File: src/rtl/uop_issue_seq.sv
// rtl/uop_issue_seq.sv - in-order uop buffer with flag-dependency issue gating
package uop_issue_seq_pkg;
  typedef enum logic [1:0] {
    UPD_NONE  = 2'd0,
    UPD_ADD   = 2'd1,
    UPD_LOGIC = 2'd2,
    UPD_ALL   = 2'd3
  } upd_pat_e;

  typedef struct packed {
    logic [7:0] op;
    logic       flgdep;
    upd_pat_e   updpat;
  } uop_t;
endpackage

module uop_issue_seq
  import uop_issue_seq_pkg::*;
#(
  parameter int DEPTH   = 8,
  parameter int PENDMAX = 7
) (
  input  logic                     clk_i,
  input  logic                     rst_ni,
  input  logic                     flush_i,
  input  logic                     in_valid_i,
  output logic                     in_ready_o,
  input  logic [2:0]               in_cnt_i,
  input  uop_t [3:0]               in_uop_i,
  output logic                     out_valid_o,
  input  logic                     out_ready_i,
  output uop_t                     out_uop_o,
  input  logic                     flg_done_i,
  output logic [$clog2(DEPTH):0]   count_o,
  output logic [2:0]               pend_o,
  output logic                     err_o
);
  localparam int AW = $clog2(DEPTH);
  localparam int CW = AW + 1;
  localparam logic [2:0]    PEND_LIM = 3'(PENDMAX);
  localparam logic [CW-1:0] DEPTH_C  = CW'(DEPTH);
  localparam logic [CW-1:0] GROUP_C  = CW'(4);

  uop_t          mem [DEPTH];
  logic [AW-1:0] rd_ptr;
  logic [AW-1:0] wr_ptr;
  logic [CW-1:0] count;
  logic [2:0]    pend;
  logic          err;

  uop_t          head;
  logic          accept;
  logic          cnt_ok;
  logic [2:0]    wr_cnt;
  logic          pop;
  logic          pend_inc;
  logic          pend_dec;
  logic          dep_block;
  logic          lim_block;

  // Issue/accept handshakes and the per-cycle write count.
  always_comb begin
    head        = mem[rd_ptr];
    in_ready_o  = rst_ni && !flush_i && ((DEPTH_C - count) >= GROUP_C);
    accept      = in_valid_i && in_ready_o;
    cnt_ok      = (in_cnt_i <= 3'd4);
    wr_cnt      = (accept && cnt_ok) ? in_cnt_i : 3'd0;
    dep_block   = head.flgdep && (pend != 3'd0);
    lim_block   = (head.updpat != UPD_NONE) && (pend == PEND_LIM);
    out_valid_o = rst_ni && (count != '0) && !flush_i && !dep_block && !lim_block;
    pop         = out_valid_o && out_ready_i;
    pend_inc    = pop && (head.updpat != UPD_NONE);
    pend_dec    = flg_done_i;
    out_uop_o   = head;
    count_o     = count;
    pend_o      = pend;
    err_o       = err;
  end

  // Buffer storage: slots 0..wr_cnt-1 land at consecutive wrapped addresses.
  always_ff @(posedge clk_i) begin
    for (int i = 0; i < 4; i++) begin
      if (3'(i) < wr_cnt) begin
        mem[wr_ptr + AW'(i)] <= in_uop_i[i];
      end
    end
  end

  // Pointers and occupancy; flush empties the buffer and drops same-cycle traffic.
  always_ff @(posedge clk_i or negedge rst_ni) begin
    if (!rst_ni) begin
      rd_ptr <= '0;
      wr_ptr <= '0;
      count  <= '0;
    end else if (flush_i) begin
      rd_ptr <= '0;
      wr_ptr <= '0;
      count  <= '0;
    end else begin
      wr_ptr <= wr_ptr + AW'(wr_cnt);
      rd_ptr <= rd_ptr + AW'(pop);
      count  <= count + CW'(wr_cnt) - CW'(pop);
    end
  end

  // Outstanding flag writers survive flush: already-issued uops still complete.
  always_ff @(posedge clk_i or negedge rst_ni) begin
    if (!rst_ni) begin
      pend <= 3'd0;
    end else if (pend_inc && !pend_dec) begin
      pend <= pend + 3'd1;
    end else if (pend_dec && !pend_inc && (pend != 3'd0)) begin
      pend <= pend - 3'd1;
    end
  end

  // Sticky error: bad group size or a completion with nothing outstanding.
  always_ff @(posedge clk_i or negedge rst_ni) begin
    if (!rst_ni) begin
      err <= 1'b0;
    end else if ((accept && !cnt_ok) || (pend_dec && !pend_inc && (pend == 3'd0))) begin
      err <= 1'b1;
    end
  end
endmodule

File: config.mk
export PLATFORM = sky130hd
export DESIGN_NAME = uop_issue_seq
export DESIGN_NICKNAME = d
export VERILOG_FILES = /design/src/rtl/uop_issue_seq.sv
export SDC_FILE = /design/constraint.sdc
export NUM_CORES = 1
export LEC_CHECK = 0
export ABC_AREA = 1
export CAP_MARGIN = 25
export CORE_ASPECT_RATIO = 0.6
export CORE_MARGIN = 1.5
export CORE_UTILIZATION = 51
export CTS_BUF_LIST = sky130_fd_sc_hd__clkbuf_4 sky130_fd_sc_hd__clkbuf_8
export DETAILED_ROUTE_END_ITERATION = 10
export GPL_ROUTABILITY_DRIVEN = 0
export PLACE_DENSITY = 0.72
export SYNTH_ARGS = -nofsm -noshare
export SYNTH_HDL_FRONTEND = slang
export SYNTH_SLANG_ARGS = --single-unit
File: constraint.sdc
create_clock -name clk_i -period 3.1 [get_ports clk_i]
set_input_delay 0.62 -clock clk_i [delete_from_list [all_inputs] [get_ports clk_i]]
set_output_delay 0.62 -clock clk_i [all_outputs]
set_load 0.01 [all_outputs]
==> key figures <==
Critical path
  • Category of cells accounting for the largest share of critical-path delay: buffers and inverters
  • CP max stage delay: 0.60 ns
  • Critical Path Fanout Max: 16
  • Endpoint type of the worst setup path: primary output
  • Required time at the endpoint of the critical path: roughly 2.5 ns
  • Data arrival, critical path: 2.42 ns
  • Slowest-stage cell, CP: clkdlybuf4s50_1
  • Ordered cell list for the critical path: inv_8 > buf_12 > o21ai_0 > o22ai_1 > nor2_1 > a31oi_1 > clkdlybuf4s50_1
  • Buffers and inverters on the worst path: 3
  • Critical setup path kind: register to primary output
  • Startpoint type of the worst setup path: register

Global route
  • Overall Global Routing Usage: 0.3549
  • Total congestion overflow after global routing: 0
  • Wire length of the first global-routing pass: between 40,000 and 50,000 µm
  • Initial antenna violation count: 0
  • Pin count of the biggest net entering global routing: 33
  • Vias in the first global route: ~7,300

Finish
  • Post-route standard cell area excluding fillers: about 9400 µm²
  • Nets: ~1,300
  • Antenna Diode Count: 0
  • Commonest cells after routing, fill and taps aside: nand2_1 (278), nor2_1 (143), nand3_1 (116)
  • Synth-to-Final Area Change: 19.72%
  • Proportion of layout cells with a drive suffix above 1: 0.1066
  • Commonest non-fill, non-tap cell in the layout: nand2_1
  • Final core utilization: 0.6354
  • # fillers: between 1,000 and 1,500

Clocking
  • Clock transition at the registers of the reported paths: between 0.1 and 0.15 ns
  • Cts bufs inserted: 9
  • CTS tree: built
  • Source-to-sink clock delay at the later pin of the worst-skew pair: ~0.4 ns
  • Number of buffers on the longest clock path: 2
  • Root buffer cell: clkbuf_8
  • TritonCTS sink count: a little over 100
  • H-Tree Depth: 3

STA
  • Aggregate negative setup slack: 0 ns
  • Crit share post-route: 0.9806
  • Maximum clock skew at final layout: 0.01278 ns
  • Setup repair after global routing missed its margin: no
  • Final setup viols: 0
  • Max Clk Rate: 328.9 MHz
  • Hold Violations, Final: 0
  • Actual slew at the worst max-slew pin: 0.7539 ns
  • Final Max Slew Viols: 0
  • Rel. slew slack: 0.4935
  • Minimum clock period after layout: 3.040 ns
  • Final hold slack: between 0.5 and 0.6 ns

Floorplanning
  • Height of the die: ~99 µm
  • Horizontal die dimension: roughly 160 µm
  • Starting Density: 0.5308
  • Die area: 16,140 µm²
  • Floorplan Core Area: roughly 15,000 µm²
  • Top-level I/O count: 74
  • Number of rows created at floorplan: 34

Route
  • Starting DRT DRC Count: between 1,500 and 2,000
  • Vias per std cell: between 6 and 7
  • Drt wl/cell: between 20 and 25 µm
  • Number of vias after detailed routing: between 8,000 and 9,000
  • Aggregate routed wire length: 28,330 µm
  • Remaining antenna violation count: 0
  • DRC viols: 0
  • Length of the first detailed-routing pass in iterations: 6

Power
  • Worst IR drop on VDD: 0.1859 mV
  • Ratio of total power to cell area: around 360 nW/µm²
  • Power, Total: 3414 µW
  • Static Leakage: around 0.0042 µW

Synth
  • Number of register bits inferred by synthesis: just over 100
  • Synthesized-area fraction occupied by ao, oa, aoi and oai cells: 0.1747
  • Area share of xor/xnor cells in the synthesized design: 0.004471
  • Sequential element share of the synthesized area: 0.3820
  • Mux cell area share after synthesis: 0
  • Cells after synthesis: about 1,100
  • Synth Area in Adders: 0.02204
  • Simple-gate share of the synthesized area: 0.3119
  • Distinct cells, synth: 40
  • Post-Syn Nets: 1,168
  • Number of enable flip-flop cells after synthesis: a little under 90
  • Area of the mapped netlist: between 7000 and 8000 µm²
  • Async SR Flop Fraction: 0.1373
  • Post-Syn Area per Cell: 7.103 µm²
  • Ys flop type: edfxtp_1
  • Number of warnings printed during yosys synthesis: 0
  • Dominant combinational cell family by area after synthesis: simple AND/OR/NAND/NOR gates

Placed design
  • Detailed Place HPWL: around 21,000 µm
  • Cell area after placement: a little over 9000 µm²
  • Number of buffers inserted by port buffering: between 70 and 80

Run
  • Max Cap Viol: 0

Min path
  • Worst hold-check path type: register to register

Status
  • Run status: finished clean
-- cell families after synthesis --
family          count (synthesis)
compound gates                226
fa+ha+maj                      12
xor+xnor                        4
flops                         102
simple gates                  577
buf+inv                       182
-- where the power goes --
part | internal (µW) | total [µW] | switching [µW] | leakage, µW
combinational | 396 | 965 | 569 | 0.00310
clock | 316 | 838 | 522 | 0.0000974
sequential | 1560 | 1610 | 50.2 | 0.000973
-- flip-flops by register name, indices dropped and copies added, names as in the netlist --
name / cells
wr_ptr: 3
pend_o: 3
count_o: 4
rd_ptr: 3
mem: 88
err_o: 1
-- worst paths after layout --
| check | startpoint | end | slack, ns | cells after the start |
|---|---|---|---|---|
| max in group asynchronous | rst_ni | rd_ptr[1] | 2.27 | 2 |
| min in group asynchronous | rst_ni | count_o[3] | 0.63 | 2 |
| setup / recovery | rd_ptr[0] | out_uop_o[6] | 0.06 | 7 |
| setup reg to reg | wr_ptr[0] | mem[5][3] | 0.26 | 10 |
| hold / removal | err_o | err_o | 0.52 | 2 |
| hold reg to reg | err_o | err_o | 0.52 | 2 |
-- tightest hold or removal path: stages, from the launching register on --
cell	delay, ns
dfrtp_1	0.37
inv_1	0.04
o211ai_1	0.08
-- per-layer routing --
layer | share of wire | track usage | vias up
li1 | - | - | 3870
met1 | 0.42 | 0.5528 | 3827
met2 | 0.37 | 0.4540 | 681
met3 | 0.20 | 0.1427 | 49
met4 | 0.016 | 0.05999 | 0
met5 | 0 | 0 | -
-- cell type report --
class,count,area (µm²),area share
Multi-Input combinational cell,819,4023,0.4288
Timing Repair inverter,1,5.005,0.0005335
Timing Repair Buffer,147,1513,0.1613
Inverter,106,409.1,0.04362
Clock inverter,6,56.30,0.006002
Clock buffer,10,131.4,0.01401
Tap cell,198,247.7,0.02641
Sequential cell,102,2995,0.3193
-- stage by stage --
stage | setup slack, ns | cells
final | 0.06001 | 1389
after global placement | 0.08196 | 1367
after detailed placement | 0.02268 | 1367
after global routing | 0.03325 | 1389
after floorplan | 0.6134 | 1103
after CTS | 0.0005795 | 1384
-- repair_timing --
item,CTS,global route
buffers inserted,1,2
pin swaps,0,1
endpoints found under the setup margin,2,9
gates resized for setup,2,15
hold endpoints to repair,0,0
gates cloned,0,3
hold buffers,0,0
-- cell usage after synthesis (all sizes together) (3+ instances only) --
master	count	share of area
o21bai	5	0.0048
nand2	287	0.14
nor3	19	0.015
o211ai	60	0.062
nor2	148	0.073
ha	9	0.014
fa	3	0.0077
a21oi	41	0.026
clkbuf	29	0.014
dfrtp	14	0.045
o21ai	95	0.062
o22ai	16	0.013
inv	104	0.050
a31oi	8	0.0064
buf	47	0.040
nand3	118	0.077
edfxtp	88	0.34
Note: power is estimated with default switching activity, not from simulation.
